===== config.mk =====
export PLATFORM = sky130hd
export DESIGN_NAME = sum_accum
export DESIGN_NICKNAME = d
export VERILOG_FILES = /design/src/rtl/sum_accum_pkg.sv /design/src/rtl/sum_accum_ripple_add.sv /design/src/rtl/sum_accum.sv
export SDC_FILE = /design/constraint.sdc
export NUM_CORES = 1
export LEC_CHECK = 0
export ABC_AREA = 1
export CORE_MARGIN = 2
export CORE_UTILIZATION = 57
export DETAILED_ROUTE_END_ITERATION = 7
export GPL_TIMING_DRIVEN = 0
export HOLD_SLACK_MARGIN = 0.12
export PLACE_DENSITY = 0.84
export SYNTH_ARGS = -nofsm -noshare
export SYNTH_HDL_FRONTEND = slang
export SYNTH_HIERARCHICAL = 1
export SYNTH_SLANG_ARGS = --single-unit

===== constraint.sdc =====
create_clock -name clk -period 7.3 [get_ports clk]
set_input_delay 1.095 -clock clk [delete_from_list [all_inputs] [get_ports clk]]
set_output_delay 1.095 -clock clk [all_outputs]
set_load 0.01 [all_outputs]

===== src/rtl/sum_accum_pkg.sv =====
// Shared types and default widths for the sum accumulator block.
package sum_accum_pkg;

  localparam int SUM_W = 4;
  localparam int ACC_W = 8;
  localparam int CNT_W = 5;

  typedef enum logic [1:0] {
    ST_IDLE  = 2'd0,
    ST_ACCUM = 2'd1,
    ST_DONE  = 2'd2
  } state_e;

endpackage


===== src/rtl/sum_accum_ripple_add.sv =====
// W-bit ripple-carry adder assembled from 1-bit full-adder cells.
module ripple_add #(
  parameter int W = 8
) (
  input  logic [W-1:0] a,
  input  logic [W-1:0] b,
  input  logic         cin,
  output logic [W-1:0] sum,
  output logic         cout
);

  logic [W:0] carry_s;

  assign carry_s[0] = cin;

  for (genvar i = 0; i < W; i++) begin : g_fa
    assign sum[i]       = a[i] ^ b[i] ^ carry_s[i];
    assign carry_s[i+1] = (a[i] & b[i]) | (carry_s[i] & (a[i] ^ b[i]));
  end

  assign cout = carry_s[W];

endmodule


===== src/rtl/sum_accum.sv =====
// Accumulates a programmed number of adder sums and hands the total to a
// valid/ready sink, with a sticky overflow flag.
module sum_accum
  import sum_accum_pkg::*;
#(
  parameter int SUM_W_P = SUM_W,
  parameter int ACC_W_P = ACC_W,
  parameter int CNT_W_P = CNT_W
) (
  input  logic               clk,
  input  logic               rst,
  input  logic               start,
  input  logic [CNT_W_P-1:0] len,
  input  logic               in_valid,
  output logic               in_ready,
  input  logic [SUM_W_P-1:0] in_sum,
  output logic               out_valid,
  input  logic               out_ready,
  output logic [ACC_W_P-1:0] out_acc,
  output logic               out_ovf,
  output logic               busy
);

  localparam logic [CNT_W_P-1:0] CNT_ZERO = {CNT_W_P{1'b0}};
  localparam logic [CNT_W_P-1:0] CNT_ONE  = {{(CNT_W_P-1){1'b0}}, 1'b1};
  localparam logic [ACC_W_P-1:0] ACC_ZERO = {ACC_W_P{1'b0}};

  state_e               state_q, state_d;
  logic [ACC_W_P-1:0]   acc_q, acc_d;
  logic [CNT_W_P-1:0]   cnt_q, cnt_d;
  logic                 ovf_q, ovf_d;
  logic                 in_ready_q, in_ready_d;
  logic                 out_valid_q, out_valid_d;
  logic [ACC_W_P-1:0]   out_acc_q, out_acc_d;
  logic                 out_ovf_q, out_ovf_d;
  logic                 busy_q, busy_d;

  logic [ACC_W_P-1:0]   add_sum_s;
  logic                 add_cout_s;
  logic                 xfer_s;

  ripple_add #(.W(ACC_W_P)) u_add (
    .a    (acc_q),
    .b    ({{(ACC_W_P-SUM_W_P){1'b0}}, in_sum}),
    .cin  (1'b0),
    .sum  (add_sum_s),
    .cout (add_cout_s)
  );

  assign xfer_s = in_valid & in_ready_q;

  always_comb begin
    state_d   = state_q;
    acc_d     = acc_q;
    cnt_d     = cnt_q;
    ovf_d     = ovf_q;
    out_acc_d = out_acc_q;
    out_ovf_d = out_ovf_q;
    case (state_q)
      ST_IDLE: begin
        if (start) begin
          acc_d = ACC_ZERO;
          ovf_d = 1'b0;
          if (len != CNT_ZERO) begin
            cnt_d   = len;
            state_d = ST_ACCUM;
          end else begin
            state_d = ST_DONE;
          end
        end else begin
          state_d = ST_IDLE;
        end
      end
      ST_ACCUM: begin
        if (xfer_s) begin
          acc_d = add_sum_s;
          ovf_d = ovf_q | add_cout_s;
          cnt_d = cnt_q - CNT_ONE;
          if (cnt_q == CNT_ONE) begin
            state_d = ST_DONE;
          end else begin
            state_d = ST_ACCUM;
          end
        end else begin
          state_d = ST_ACCUM;
        end
      end
      ST_DONE: begin
        if (out_ready) begin
          state_d = ST_IDLE;
        end else begin
          state_d = ST_DONE;
        end
      end
      default: begin
        state_d = ST_IDLE;
      end
    endcase

    // Result registers capture once on entry to DONE so they stay frozen while the sink stalls.
    if ((state_d == ST_DONE) && (state_q != ST_DONE)) begin
      out_acc_d = acc_d;
      out_ovf_d = ovf_d;
    end else begin
      out_acc_d = out_acc_q;
      out_ovf_d = out_ovf_q;
    end

    in_ready_d  = (state_d == ST_ACCUM);
    out_valid_d = (state_d == ST_DONE);
    busy_d      = (state_d != ST_IDLE);
  end

  always_ff @(posedge clk) begin
    if (rst) begin
      state_q     <= ST_IDLE;
      acc_q       <= ACC_ZERO;
      cnt_q       <= CNT_ZERO;
      ovf_q       <= 1'b0;
      in_ready_q  <= 1'b0;
      out_valid_q <= 1'b0;
      out_acc_q   <= ACC_ZERO;
      out_ovf_q   <= 1'b0;
      busy_q      <= 1'b0;
    end else begin
      state_q     <= state_d;
      acc_q       <= acc_d;
      cnt_q       <= cnt_d;
      ovf_q       <= ovf_d;
      in_ready_q  <= in_ready_d;
      out_valid_q <= out_valid_d;
      out_acc_q   <= out_acc_d;
      out_ovf_q   <= out_ovf_d;
      busy_q      <= busy_d;
    end
  end

  assign in_ready  = in_ready_q;
  assign out_valid = out_valid_q;
  assign out_acc   = out_acc_q;
  assign out_ovf   = out_ovf_q;
  assign busy      = busy_q;

endmodule


==> results of run 1 <==
-- how the worst min path moves through the flow --
stage | end | cells after the start | start | slack (ps)
6_report | out_acc[5] | 2 | out_acc[5] | 510
5_1_grt | out_acc[1] | 2 | out_acc[1] | 520
4_1_cts | out_acc[5] | 2 | out_acc[5] | 510
3_5_place_dp | out_acc[2] | 2 | out_acc[2] | 470
3_3_place_gp | out_acc[0] | 2 | out_acc[0] | 470
2_1_floorplan | cnt_q[2] | 2 | cnt_q[2] | 480
-- cell type report --
| class | count | share of cell area, % |
|---|---|---|
| clock buffer | 3 | 1.12 |
| buffer | 5 | 2.00 |
| sequential | 28 | 27.9 |
| tap | 31 | 1.93 |
| timing repair buffer | 25 | 12.5 |
| multi-input combinational | 164 | 44.2 |
| clock inverter | 1 | 1.50 |
| inverter | 47 | 8.80 |
-- logic make-up (layout without fill, tap and decap cells) --
logic type / count (synthesis) / after routing / synth area share, %
flip-flops: 28 / 28 / 34.0
adder cells (fa/ha/maj): 10 / 10 / 11.2
buffers and inverters: 52 / 81 / 13.1
AND/OR/NAND/NOR: 120 / 120 / 31.7
AO/OA/AOI/OAI: 29 / 29 / 9.71
other: 1 / 5 / 0.227
-- synthesized netlist by cell type (all sizes together) --
| cell | count |
|---|---|
| a31oi | 3 |
| clkbuf | 3 |
| a21o | 1 |
| o21ai | 10 |
| a21oi | 15 |
| ha | 2 |
| nand2 | 63 |
| conb | 1 |
| buf | 2 |
| inv | 47 |
| or2 | 2 |
| fa | 8 |
| nor3 | 1 |
| dfxtp | 28 |
| nand3 | 23 |
| nor2 | 31 |
-- flip-flops by register name, indices dropped and copies added, names as in the netlist --
| name | cells |
|---|---|
| busy | 1 |
| out_valid | 1 |
| in_ready | 1 |
| out_ovf | 1 |
| ovf_q | 1 |
| out_acc | 8 |
| state_q | 2 |
| cnt_q | 5 |
| acc_q | 8 |
-- power groups by stage --
stage	combinational [W]	clock [W]	sequential (W)
3_3_place_gp	0.0000641	0	0.000168
3_5_place_dp	0.0000652	0	0.000168
6_report	0.0000650	0.000100	0.000165
5_1_grt	0.0000756	0.000108	0.000166
4_1_cts	0.0000654	0.000102	0.000165
2_1_floorplan	0.0000424	0	0.000168
-- worst reg2reg max path: cells and delay by family, from the launching register on --
family	cells	cell delay, ps
buffers and inverters	6	340
adders and majority gates	8	2910
and+or+nand+nor	6	400
DFF	1	360
-- stage by stage --
step	std cells	power (W)	hold slack (ps)	worst slack (ps)	utilization (%)
after floorplan	244	0.000211	484	2740	-
after global placement	300	0.000232	472	2110	70.8
after detailed placement	300	0.000233	472	2100	70.8
after CTS	304	0.000332	506	2430	72.7
after global routing	304	0.000350	525	2190	72.7
final	304	0.000330	506	2440	72.7
-- routing by layer --
metal | part of all wire [%] | up-vias | track usage [%] | wire (um)
met5 | 0 | - | 0 | 0
met4 | 1.3 | 0 | 5.98 | 40
met3 | 2.6 | 4 | 2.68 | 81
met2 | 45 | 17 | 35.1 | 1410
met1 | 51 | 619 | 30.8 | 1600
li1 | - | 787 | - | -
-- cells in the final DEF (no fill, tap or decap) --
cell	netlist	routed
a31oi_1	3	3
nand3_4	1	1
or2_0	1	1
dfxtp_1	28	28
inv_1	46	46
inv_2	1	1
ha_1	2	2
nand3_1	21	21
fa_1	8	8
bufinv_16	0	1
a21oi_1	13	13
buf_4	1	1
clkbuf_4	0	3
o21ai_1	1	1
nor2_1	30	30
conb_1	1	5
or2_4	1	1
nor2_2	1	1
clkdlybuf4s50_1	0	25
nor3_1	1	1
clkbuf_1	2	2
o21ai_0	9	9
nand2_4	1	1
buf_6	1	1
nand2_2	3	3
nand2_1	59	59
nand3_2	1	1
a21oi_2	2	2
clkbuf_8	1	1
a21o_2	1	1
==> flow_summary.toml, run 1 <==
[outcome]
outcome = "finished clean"

[power]
clkPwrFrac_pct = 30.4
p_leak_nw = 0.961
max-vdd-ir-drop_mv = 0.117
power.density_nw_per_um2 = 165
switching_share_pct = 26.4
netSwitchingPower_w = 0.0000872
seq_power_share_pct = 49.9
combPwrFrac_pct = 19.7
internal_power_w = 0.000243

[route]
wire_per_inst_um = 10.3
wirelength_um = 3130
firstDrtPassIters = 4
num_vias = 1427
ant_nets = 0
drc = 0
viasPerCell = 4.69
drt_iter0_markers = 49

[clock_network]
cts_hold_buf = 0
clock-root-buffer = "clkbuf_4"
numCtsBuffers = 3
cts_resized = 0
htree_levels = 1
clockBufferDepth = 2
cts.sinks = 28
cts_tree = "yes"
insertion_delay_ps = 320
clkTransAtPathRegs_ps = 150
cts_setup_buffers = 0

[synth]
synthCells = 240
synth_top_area_share_pct = 34.0
ys_ff_latch = 28
seq_area_frac_synth_pct = 34.0
synth_area_sq_um = 1650
synth_cell_type_count = 27
synthTopCellsByArea = "dfxtp_1 34%, nand2_1 13%, inv_1 10%, fa_1 9.7%, nor2_1 6.8%"
yosys_warnings = 6
yosysTopAreaCell = "dfxtp_1"
avgSynthCellArea_sq_um = 6.87

[global_route]
grt_max_degree = 17
gr-total-overflow = 0
grt_pass1_wl_um = 5660
track_usage_pct = 21.7
antenna_found_initial = 0
grt_pass1_vias = 1311

[setup_path]
r2r_slack_ps = 3240
endpoint = "out_acc[7]"
crit_type = "primary input to flip-flop"
slowest_stage = "clkdlybuf4s50_1"
required_ps = 7580
path_buf_inv = 7
path_depth = 21
endpoint_kind = "flip-flop"
timing.rr.end = "out_acc[7]"
cp_max_fo = 2
startpoint_type = "primary input"
critPathArrivalTime_ps = 5140
cp_top_family = "adder cells"
rr_worst_depth = 20
worstSetupStartpoint = "in_sum[0]"
cpMostUsedCell = "fa_1"
critPathMaxStageDelay_ps = 420
r2r-start = "acc_q[0]"
cp_cell_sequence = "clkdlybuf4s50_1, fa_1, inv_1, fa_1, inv_1, fa_1, fa_1, fa_1, fa_1, fa_1, inv_1, fa_1, inv_1, inv_1, nand2_1, nand3_1, nand2_1, inv_1, nand3_1, nand2_1, nor2_1"

[cells_and_area]
multi_input_area_sq_um = 887
n_antenna_cell = 0
final_area_sq_um = 2010
synthToLayoutAreaGrowth_pct = 21.6
final_layout_size_suffix_gt1_share_pct = 6.96
nFillCells = 249
seqCellArea_sq_um = 561
final_nets = 298

[floorplan]
initial_core_util_pct = 59.8
fp.dieH_um = 57.8
rows = 19
ios = 26
fp.dieW_um = 57.8
core_sq_um = 2760
die-area_sq_um = 3340

[sta]
finClkSkew_ps = 6.44
final.min_clock_period_ps = 4860
fmax_ghz = 0.206
setup_viol = 0
rsz0062_at_grt = "no"
final-max-slew-violation-count = 0
worst_slew_pin_slew_ps = 527
finalHoldViolations = 0
maxSlewHeadroom_pct = 64.6
tns_ps = 0
fin_crit_sh_pct = 66.6

[flow_run]
drv_cap = 0

[placement]
hpwl_um = 2420
dpl_cell_area_sq_um = 1950
io_buffers = 25
gp_congestion = 0.871

[min_path]
hp-class = "flip-flop to flip-flop"
No activity file was read; power rests on OpenSTA's default activity.
==> run 2: changes to the inputs <==
- CORE_UTILIZATION: 57 -> 53
- PLACE_DENSITY: 0.84 -> 0.79
- clock period: 7.3 -> 4.65 ns (I/O delays scaled with it)
==> flow_summary.toml, run 2 (same netlist as run 1, synthesis figures left out) <==
[outcome]
outcome = "finished clean"

[cells_and_area]
nFillCells = 271
most-common-layout-cells = "59 x nand2_1, 46 x inv_1, 30 x nor2_1"
n_antenna_cell = 0
synthToLayoutAreaGrowth_pct = 22.1
final_layout_size_suffix_gt1_share_pct = 7.69
seqCellArea_sq_um = 561
multi_input_area_sq_um = 892
final_area_sq_um = 2010
fin_cells = 306
final_common_cell = "nand2_1"
final_nets = 298

[sta]
fmax_ghz = 0.229
worst_slew_pin_slew_ps = 547
setup_viol = 0
finClkSkew_ps = 7.11
final.min_clock_period_ps = 4360
worst_slack_ps = 286
rsz0062_at_grt = "no"
maxSlewHeadroom_pct = 63.3
final-max-slew-violation-count = 0
finalHoldViolations = 0
fin_crit_sh_pct = 93.8

[setup_path]
endpoint_kind = "flip-flop"
required_ps = 4940
crit_type = "primary input to flip-flop"
startpoint_type = "primary input"
cp_max_fo = 2
critPathArrivalTime_ps = 4650
slowest_stage = "clkdlybuf4s50_1"
critPathMaxStageDelay_ps = 420
cp_cell_sequence = "clkdlybuf4s50_1, fa_1, inv_1, fa_1, inv_1, fa_1, fa_2, fa_2, fa_1, fa_1, inv_1, fa_1, inv_1, inv_1, nand2_1, nand3_1, nand2_1, inv_1, nand3_1, nand2_1, nor2_1"

[power]
p_leak_nw = 0.958
clkPwrFrac_pct = 31.1
combPwrFrac_pct = 19.6
seq_power_share_pct = 49.3
power.density_nw_per_um2 = 260
netSwitchingPower_w = 0.000142
max-vdd-ir-drop_mv = 0.161
switching_share_pct = 27.2
internal_power_w = 0.000381

[clock_network]
cts_resized = 0
cts.sinks = 28
htree_levels = 1
insertion_delay_ps = 330
cts_tree = "yes"
clkTransAtPathRegs_ps = 160
clockBufferDepth = 2
clock-root-buffer = "clkbuf_4"
cts_hold_buf = 0
cts_setup_buffers = 0
numCtsBuffers = 3

[route]
wirelength_um = 3160
firstDrtPassIters = 4
ant_nets = 0
viasPerCell = 4.70
drc = 0
num_vias = 1439
wire_per_inst_um = 10.3
drt_iter0_markers = 48

[global_route]
grt_pass1_vias = 1325
grt_max_degree = 17
grt_pass1_wl_um = 5530
gr-total-overflow = 0
antenna_found_initial = 0
track_usage_pct = 20.1

[floorplan]
core_sq_um = 3000
rows = 20
ios = 26
fp.dieW_um = 59.8
die-area_sq_um = 3570
initial_core_util_pct = 54.9
fp.dieH_um = 59.8

[placement]
dpl_cell_area_sq_um = 1960
hpwl_um = 2450
gp_congestion = 0.873
dp_slack_ps = -152
dpl.cell_count = 302
io_buffers = 25

[min_path]
hp-class = "flip-flop to flip-flop"

[flow_run]
drv_cap = 0
[run 2: power by group through the flow]
stage	combinational, W	sequential (W)	clock [W]
after floorplan	0.0000665	0.000264	0
after global placement	0.000101	0.000263	0
after detailed placement	0.000102	0.000264	0
after CTS	0.000103	0.000259	0.000167
after global routing	0.000118	0.000260	0.000175
final	0.000103	0.000259	0.000163
[run 2: worst paths after layout]
kind / from / to / slack, ps / cells after the start
max: in_sum[0] / out_acc[7] / 290 / 21
min reg2reg: out_acc[4] / out_acc[4] / 510 / 2
max reg2reg: acc_q[0] / out_acc[7] / 680 / 20
min: out_acc[4] / out_acc[4] / 510 / 2
[run 2: cell type report]
class	instances	area share (%)
Multi-Input combinational cell	164	44.3
Sequential cell	28	27.8
Timing Repair Buffer	25	12.4
Inverter	47	8.76
Tap cell	33	2.05
Buffer	5	1.99
Clock inverter	1	1.49
Clock buffer	3	1.12
[run 2: critical path, delay by kind of cell]
family | cells | cell delay [ps]
buffers and inverters | 7 | 770
adders and majority gates | 8 | 2790
and+or+nand+nor | 6 | 380
[run 2: through the flow]
step / util (%) / TNS (ps) / hold slack, ps / power (W)
after floorplan: - / 0 / 484 / 0.000331
after global placement: 65.1 / -131 / 473 / 0.000364
after detailed placement: 65.1 / -172 / 475 / 0.000366
after CTS: 66.9 / 0 / 511 / 0.000529
after global routing: 67.0 / 0 / 523 / 0.000553
final: 67.0 / 0 / 507 / 0.000524
[run 2: layer usage]
layer | routed length [um] | global-route usage (%) | vias up
li1 | - | - | 790
met1 | 1590 | 28.5 | 632
met2 | 1450 | 32.5 | 15
met3 | 97 | 2.60 | 2
met4 | 22 | 4.76 | 0
met5 | 0 | 0 | -
==> run 3: changes to the inputs <==
- CORE_UTILIZATION: 53 -> 55
- CTS_BUF_LIST: not set -> sky130_fd_sc_hd__clkbuf_8
- PLACE_DENSITY: 0.79 -> 0.81
==> flow_summary.toml, run 3 (same netlist as run 1, synthesis figures left out) <==
[power]
total_power_w = 0.000554
max-vdd-ir-drop_mv = 0.210
p_leak_nw = 0.964
power.density_nw_per_um2 = 273

[floorplan]
rows = 19
core_sq_um = 2810
fp.dieH_um = 58.8
ios = 26
fp.dieW_um = 58.8
die-area_sq_um = 3450
initial_core_util_pct = 58.8

[flow_run]
drv_cap = 0

[route]
firstDrtPassIters = 6
num_vias = 1475
wirelength_um = 3470
viasPerCell = 4.85
wire_per_inst_um = 11.4
drt_iter0_markers = 82
drc = 1
ant_nets = 0

[cells_and_area]
multi_input_area_sq_um = 895
n_antenna_cell = 0
final_util_pct = 72.4
final_layout_size_suffix_gt1_share_pct = 8.06
final_common_cell = "nand2_1"
synthToLayoutAreaGrowth_pct = 23.2
most-common-layout-cells = "59 x nand2_1, 46 x inv_1, 30 x nor2_1"
seqCellArea_sq_um = 561
final_area_sq_um = 2030
final_nets = 298
nFillCells = 247

[clock_network]
cts_hold_buf = 0
htree_levels = 1
numCtsBuffers = 3
cts.sinks = 28
insertion_delay_ps = 270
clock-root-buffer = "clkbuf_8"
clockBufferDepth = 2
cts_setup_buffers = 0
cts_resized = 0
cts_tree = "yes"
clkTransAtPathRegs_ps = 90

[global_route]
track_usage_pct = 22.5
grt_max_degree = 17
grt_pass1_wl_um = 5930
grt_pass1_vias = 1352
gr-total-overflow = 0
antenna_found_initial = 0

[sta]
fin_hold_ws_ps = 493
final-max-slew-violation-count = 0
rsz0062_at_grt = "no"
final.min_clock_period_ps = 4380
fin_crit_sh_pct = 94.2
worst_slew_pin_slew_ps = 534
maxSlewHeadroom_pct = 64.1
finalHoldViolations = 0
setup_viol = 0
fmax_ghz = 0.228
finClkSkew_ps = 7.35

[outcome]
violations = "DRC"
outcome = "finished with violations"

[placement]
hpwl_um = 2580
io_buffers = 25
dpl_cell_area_sq_um = 1950
gp_congestion = 0.837

[setup_path]
rr_worst_depth = 20
cp_max_fo = 2
critPathArrivalTime_ps = 4590
r2r_slack_ps = 750
startpoint_type = "primary input"
endpoint_kind = "flip-flop"
crit_type = "primary input to flip-flop"
required_ps = 4860

[min_path]
whs_path_depth = 2
hp-class = "flip-flop to flip-flop"
[run 3: cell counts in the layout (fill, tap and decap cells not counted)]
No cell type changed its count.
[run 3: power by group]
group          internal, W  switching [W]
Combinational    0.0000438      0.0000614
Sequential        0.000250     0.00000833
Clock             0.000115      0.0000747
Total             0.000409       0.000144
[run 3: through the flow]
stage,instances,worst slack (ps),TNS [ps]
detailed placement,300,-165,-203
finish,304,272,0
global route,304,44.8,0
floorplan,244,486,0
global placement,300,-120,-120
CTS,304,111,0
[run 3: layout make-up]
cell class / count / share of cell area, %
Tap cell: 31 / 1.91
Multi-Input combinational cell: 164 / 44.0
Clock inverter: 1 / 1.48
Timing Repair Buffer: 25 / 12.3
Clock buffer: 3 / 2.03
Sequential cell: 28 / 27.6
Inverter: 47 / 8.68
Buffer: 5 / 1.97
[run 3: worst paths after layout]
path | endpoint | startpoint
worst max-delay path | out_acc[7] | in_sum[0]
worst min-delay path | out_acc[0] | out_acc[0]
worst max register to register | out_acc[7] | acc_q[0]
worst min register to register | out_acc[0] | out_acc[0]
[run 3: worst max-delay path: stages]
cell and delay [ps]:
clkdlybuf4s50_1 420, fa_1 400, inv_1 70, fa_1 160, inv_1 50, fa_2 340, fa_2 360, fa_2 350
fa_1 380, fa_1 360, inv_1 70, fa_1 400, inv_1 60, inv_1 30, nand2_1 50, nand3_1 60
nand2_1 70, inv_1 50, nand3_1 70, nand2_1 50, nor2_1 90
[run 3: metal layers]
layer	global-route usage, %	up-vias	part of all wire, %
li1	-	792	-
met1	31.0	639	47
met2	35.4	42	47
met3	4.84	2	5.5
met4	6.82	0	0.78
met5	0	-	0
